==> config.mk <==
export PLATFORM = sky130hd
export DESIGN_NAME = obstacle_scheduler
export DESIGN_NICKNAME = d
export VERILOG_FILES = /design/src/rtl/obstacle_scheduler.sv
export SDC_FILE = /design/constraint.sdc
export NUM_CORES = 1
export LEC_CHECK = 0
export ABC_AREA = 1
export BUFFER_PORTS_ARGS = -buffer_cell sky130_fd_sc_hd__buf_4
export CORE_ASPECT_RATIO = 0.8
export CORE_UTILIZATION = 45
export CTS_BUF_LIST = sky130_fd_sc_hd__clkbuf_8
export CTS_CLUSTER_SIZE = 24
export DETAILED_ROUTE_END_ITERATION = 6
export SYNTH_ARGS = -nofsm -noshare
export SYNTH_HDL_FRONTEND = slang
export SYNTH_SLANG_ARGS = --single-unit
==> constraint.sdc <==
create_clock -name CLOCK_50 -period 5.53 [get_ports CLOCK_50]
set_clock_uncertainty 0.2 [all_clocks]
set_input_delay 1.3825 -clock CLOCK_50 [delete_from_list [all_inputs] [get_ports CLOCK_50]]
set_output_delay 1.3825 -clock CLOCK_50 [all_outputs]
set_load 0.1 [all_outputs]
==> src/rtl/obstacle_scheduler.sv <==
// Game sequencer for the obstacle datapath: IDLE/PLAYING/OVER control, frame-timed
// round-robin spawning over NUM_SLOTS controllers, score/max score and spawn period.
module obstacle_scheduler #(
    parameter int         NUM_SLOTS   = 4,
    parameter int         INIT_PERIOD = 90,
    parameter int         MIN_PERIOD  = 20,
    parameter int         PERIOD_STEP = 5,
    parameter int         SCORE_STEP  = 10,
    parameter int         X_MAX       = 607,
    parameter logic [9:0] LFSR_SEED   = 10'h2A5
) (
    input  logic                 CLOCK_50,
    input  logic                 reset,
    input  logic                 vsync,
    input  logic                 start_n,
    input  logic                 collision,
    input  logic [NUM_SLOTS-1:0] slot_done,
    output logic [1:0]           game_state,
    output logic [NUM_SLOTS-1:0] spawn_trigger,
    output logic [9:0]           spawn_x,
    output logic                 clear_obstacles,
    output logic [9:0]           score,
    output logic [9:0]           max_score,
    output logic [7:0]           spawn_period
);
    localparam int PTR_W = (NUM_SLOTS > 1) ? $clog2(NUM_SLOTS) : 1;
    localparam int CNT_W = $clog2(NUM_SLOTS + 1);

    typedef enum logic [1:0] {
        S_IDLE    = 2'd0,
        S_PLAYING = 2'd1,
        S_OVER    = 2'd2
    } state_t;

    state_t               state_q, state_d;
    logic                 vsync_q, start_n_q;
    logic [NUM_SLOTS-1:0] busy_q, busy_d;
    logic [NUM_SLOTS-1:0] trig_q, trig_d;
    logic [PTR_W-1:0]     rr_ptr_q, rr_ptr_d;
    logic [7:0]           frame_cnt_q, frame_cnt_d;
    logic [7:0]           period_q, period_d;
    logic [7:0]           step_cnt_q, step_cnt_d;
    logic                 pending_q, pending_d;
    logic                 clear_q, clear_d;
    logic [9:0]           lfsr_q, lfsr_d;
    logic [9:0]           score_q, score_d;
    logic [9:0]           max_q, max_d;
    logic [9:0]           spawn_x_q, spawn_x_d;

    logic                 frame_tick, start_press, spawn_due;
    logic [9:0]           candidate_x;
    logic [NUM_SLOTS-1:0] dodged;
    logic [CNT_W-1:0]     dodge_cnt;
    logic                 free_found;
    logic [PTR_W-1:0]     free_idx;
    logic [10:0]          score_sum;
    logic [9:0]           score_play;
    logic [7:0]           step_sum, step_play, period_play;

    assign frame_tick  = vsync_q & ~vsync;
    assign start_press = start_n_q & ~start_n;
    assign candidate_x = (lfsr_q <= 10'(X_MAX)) ? lfsr_q : lfsr_q - 10'(X_MAX + 1);

    // Only completions of occupied slots count as dodges.
    genvar gi;
    generate
        for (gi = 0; gi < NUM_SLOTS; gi++) begin : g_dodge
            assign dodged[gi] = slot_done[gi] & busy_q[gi];
        end
    endgenerate

    always_comb begin
        dodge_cnt = '0;
        for (int k = 0; k < NUM_SLOTS; k++) begin
            dodge_cnt = dodge_cnt + CNT_W'(dodged[k]);
        end
    end

    // Circular search for the first free slot starting at the round-robin pointer.
    always_comb begin
        logic [PTR_W-1:0] idx;
        idx        = '0;
        free_found = 1'b0;
        free_idx   = '0;
        for (int k = 0; k < NUM_SLOTS; k++) begin
            idx = PTR_W'((int'(rr_ptr_q) + k) % NUM_SLOTS);
            if (!free_found && !busy_q[idx]) begin
                free_found = 1'b1;
                free_idx   = idx;
            end
        end
    end

    always_comb begin
        score_sum   = {1'b0, score_q} + 11'(dodge_cnt);
        score_play  = score_sum[10] ? 10'h3FF : score_sum[9:0];
        step_sum    = step_cnt_q + 8'(dodge_cnt);
        step_play   = step_sum;
        period_play = period_q;
        if (step_sum >= 8'(SCORE_STEP)) begin
            step_play   = step_sum - 8'(SCORE_STEP);
            period_play = (period_q < 8'(MIN_PERIOD + PERIOD_STEP)) ? 8'(MIN_PERIOD)
                                                                   : period_q - 8'(PERIOD_STEP);
        end
    end

    always_comb begin
        state_d     = state_q;
        busy_d      = busy_q & ~slot_done;
        trig_d      = '0;
        rr_ptr_d    = rr_ptr_q;
        frame_cnt_d = frame_cnt_q;
        period_d    = period_q;
        step_cnt_d  = step_cnt_q;
        pending_d   = pending_q;
        clear_d     = 1'b0;
        lfsr_d      = {lfsr_q[8:0], lfsr_q[9] ^ lfsr_q[6]};
        score_d     = score_q;
        max_d       = max_q;
        spawn_x_d   = spawn_x_q;
        spawn_due   = 1'b0;

        case (state_q)
            S_PLAYING: begin
                score_d    = score_play;
                step_cnt_d = step_play;
                period_d   = period_play;
                if (collision) begin
                    state_d   = S_OVER;
                    clear_d   = 1'b1;
                    busy_d    = '0;
                    pending_d = 1'b0;
                    max_d     = (score_play > max_q) ? score_play : max_q;
                end else begin
                    if (frame_tick) begin
                        if (frame_cnt_q == period_q - 8'd1) begin
                            frame_cnt_d = '0;
                            spawn_due   = 1'b1;
                        end else begin
                            frame_cnt_d = frame_cnt_q + 8'd1;
                        end
                    end
                    // A due spawn while one is already pending collapses into it.
                    if (spawn_due || pending_q) begin
                        if (free_found) begin
                            trig_d[free_idx] = 1'b1;
                            busy_d[free_idx] = 1'b1;
                            spawn_x_d        = candidate_x;
                            pending_d        = 1'b0;
                            rr_ptr_d         = (free_idx == PTR_W'(NUM_SLOTS - 1)) ? '0
                                                                                  : free_idx + 1'b1;
                        end else begin
                            pending_d = 1'b1;
                        end
                    end
                end
            end
            default: begin
                if (start_press) begin
                    state_d     = S_PLAYING;
                    score_d     = '0;
                    step_cnt_d  = '0;
                    period_d    = 8'(INIT_PERIOD);
                    frame_cnt_d = '0;
                    pending_d   = 1'b0;
                    busy_d      = '0;
                end
            end
        endcase
    end

    always_ff @(posedge CLOCK_50) begin
        if (reset) begin
            state_q     <= S_IDLE;
            vsync_q     <= 1'b1;
            start_n_q   <= 1'b1;
            busy_q      <= '0;
            trig_q      <= '0;
            rr_ptr_q    <= '0;
            frame_cnt_q <= '0;
            period_q    <= 8'(INIT_PERIOD);
            step_cnt_q  <= '0;
            pending_q   <= 1'b0;
            clear_q     <= 1'b0;
            lfsr_q      <= LFSR_SEED;
            score_q     <= '0;
            max_q       <= '0;
            spawn_x_q   <= '0;
        end else begin
            state_q     <= state_d;
            vsync_q     <= vsync;
            start_n_q   <= start_n;
            busy_q      <= busy_d;
            trig_q      <= trig_d;
            rr_ptr_q    <= rr_ptr_d;
            frame_cnt_q <= frame_cnt_d;
            period_q    <= period_d;
            step_cnt_q  <= step_cnt_d;
            pending_q   <= pending_d;
            clear_q     <= clear_d;
            lfsr_q      <= lfsr_d;
            score_q     <= score_d;
            max_q       <= max_d;
            spawn_x_q   <= spawn_x_d;
        end
    end

    assign game_state      = state_q;
    assign spawn_trigger   = trig_q;
    assign spawn_x         = spawn_x_q;
    assign clear_obstacles = clear_q;
    assign score           = score_q;
    assign max_score       = max_q;
    assign spawn_period    = period_q;
endmodule

==> flow_summary.yaml <==
power_and_ir_drop:
  intPower_mw: 0.777
  ir_drop_mv: 0.148
  seqPwrFrac: 0.543
  switchingPower_mw: 0.323
  p_clk_frac: 0.359
  power_leakage_nw: 2.49
  cellPowerDensity_nw_per_um2: 199
  combPwrFrac: 0.097
  p_sw_frac: 0.294
grt:
  grt_max_degree: 54
  grt_pass1_wl_mm: 18.4
  grt_antenna_before_repair: 0
  grtUsageTotal: 0.215
  grt-ovfl-total: 0
  first_global_vias: 3835
setup_path:
  worstPathMaxFanout: 8
  worst-path-buf-inv: 5
  cp_top_family: "adder cells"
  critPathRequiredTime_ps: 5600
  startpoint_type: "input port"
  path_class: "input port to flop"
  cp_slowest_stage_delay_ps: 560
  slowest_stage: "fa_1"
  cp.arrival_ps: 5360
  crit_path_frequent_cell: "nand2_1"
  end_kind: "flop"
synth:
  synth_top_area_share: 0.335
  synthArstFlopShare: 0
  synth_area_leaders: "dfxtp_1, nand2_1, ha_1"
  syn_avg_cell_area_um2: 7.03
  syn_nets: 717
  syn_area_um2: 4780
  synth_flop_cell: "dfxtp_1"
  ys_seq_area_frac: 0.335
  synth_seq_cells: 80
  synth_cell_types: 44
  synth_edf_count: 0
  yosysWarnings: 0
  yosys.area.top_type: "dfxtp_1"
  netlist_instances: 680
cts:
  clk_latency_ps: 370
  ctsHoldBuffers: 0
  cts_tree: "done"
  root_buffer: "clkbuf_8"
  cts_buffers: 9
  htreeDepth: 3
  cts_sinks: 80
  clk_path_buf_depth: 2
  clkSlewWorstSetupHoldPaths_ps: 90
route:
  drtIter0Drc: 295
  via_count: 4392
  wl_per_cell_um: 12.7
  vias_per_cell: 4.96
  dr.pass1.iters: 7
  antenna_left: 0
  routed_wl_mm: 11.3
  drc: 0
placement:
  place_congestion: 0.907
  place_area_um2: 5340
  hpwl_mm: 8.28
  port_buffers: 53
  dp.cells: 869
timing:
  slew_violations: 0
  maxSlewHeadroom: 0.547
  fin_setup_tns_ps: 0
  worst_pin_slew_ps: 678
  hold_viol_final: 0
  layout_min_cycle_time_ps: 5290
  whs_ps: 249
  timing.final.crit_share: 0.956
  fmax_mhz: 189
  setup_viol: 0
final_layout:
  mostFrequentLayoutCells: "nand2_1, inv_1, dfxtp_1, buf_4, nand3_1"
  nNetsFinal: 778
  finalInstanceArea_um2: 5530
  synthToLayoutAreaGrowth_pct: 15.8
  fillers: 988
  n_antenna_cell: 0
  instances_no_fill: 886
  drive_gt1_frac: 0.186
  mostFrequentLayoutCell: "nand2_1"
die:
  die-area_um2: 11000
  rows: 33
  io_pins: 54
  die_w_um: 117
  start_util: 0.465
  die_h_um: 94.2
  core-area_um2: 10300
outcome:
  status: "complete, no violations"
run:
  maxCapViolations: 0
hold_path:
  min_path_type: "flop to flop"
-- sequential cells by signal, indices dropped and copies added (netlist names) --
| register | flops |
|---|---|
| busy_q | 4 |
| start_n_q | 1 |
| game_state | 2 |
| lfsr_q | 10 |
| frame_cnt_q | 8 |
| spawn_period | 8 |
| step_cnt_q | 8 |
| max_score | 10 |
| score | 10 |
| vsync_q | 1 |
| pending_q | 1 |
| clear_obstacles | 1 |
| spawn_x | 10 |
| spawn_trigger | 4 |
| rr_ptr_q | 2 |
-- worst paths after layout --
kind	start	to	slack, ps	depth (start not counted)
setup / recovery	slot_done[0]	max_score[2]	240	25
hold / removal	lfsr_q[0]	lfsr_q[1]	250	2
setup reg to reg	busy_q[0]	max_score[2]	950	24
hold reg to reg	lfsr_q[0]	lfsr_q[1]	250	2
-- cells by family (layout without fill, tap and decap cells) --
| family | Yosys count | after routing | synth area share |
|---|---|---|---|
| buffers and inverters | 108 | 174 | 0.0942 |
| AOI/OAI and AO/OA | 84 | 84 | 0.103 |
| DFF | 80 | 80 | 0.335 |
| muxes | 1 | 1 | 0.00236 |
| and+or+nand+nor | 356 | 356 | 0.343 |
| xor gates and xnor gates | 23 | 23 | 0.0437 |
| adders and majority gates | 28 | 28 | 0.0780 |
-- cell usage after synthesis, types with 3 or more instances --
master	n
o21ai_1	14
or2_2	4
nor2_4	3
nand2_1	186
xnor2_1	6
nand3_2	10
nor3_1	9
nor2_1	52
nand2_2	6
fa_1	3
o21ai_2	6
nand4_1	10
ha_1	25
clkbuf_1	9
dfxtp_1	80
o21ai_0	8
clkinv_1	4
nor2_2	5
inv_1	83
a21oi_2	9
nand3_1	59
a21oi_1	39
buf_6	3
xor2_1	16
inv_2	5
-- tightest hold or removal path, delay by kind of cell, from the launching register on --
family	cells	cell delay, ps
DFF	1	330
buffers and inverters	1	50
and+or+nand+nor	1	30
-- final cells by class --
class | count | area, µm² | share of cell area
clock buffers | 9 | 124 | 0.0224
clock inverters | 7 | 50.0 | 0.00904
inverters | 92 | 349 | 0.0631
multi-input cells | 492 | 2740 | 0.495
flip-flops and latches | 80 | 1600 | 0.289
well taps | 140 | 175 | 0.0317
repair buffers | 65 | 488 | 0.0882
repair inverters | 1 | 7.51 | 0.00136
-- metrics by stage --
step	power (mW)	utilization	setup WS (ps)
2_1_floorplan	0.692	-	245
3_3_place_gp	0.717	0.519	48.1
3_5_place_dp	0.718	0.519	-88.1
4_1_cts	1.11	0.536	309
5_1_grt	1.15	0.538	-46.4
6_report	1.10	0.538	242
-- routing by layer --
layer  vias up  routed length (µm)  GRT usage
li1       2294                   -          -
met2       109                4780      0.318
met5         -                   0          0
met3        14                 587     0.0471
met1      1975                5720      0.306
met4         0                 166     0.0717
-- timing repair --
item | 4_1_cts | 5_1_grt
setup endpoints to repair | 0 | 10
setup buffers | 0 | 0
resized for setup | 0 | 4
-- power by group through the flow --
stage / Sequential (mW) / Combinational (mW) / Clock (mW)
2_1_floorplan: 0.629 / 0.0634 / 0
3_3_place_gp: 0.611 / 0.106 / 0
3_5_place_dp: 0.611 / 0.107 / 0
4_1_cts: 0.597 / 0.108 / 0.410
5_1_grt: 0.599 / 0.118 / 0.431
6_report: 0.598 / 0.107 / 0.395
(Power assumes the default switching activity.)
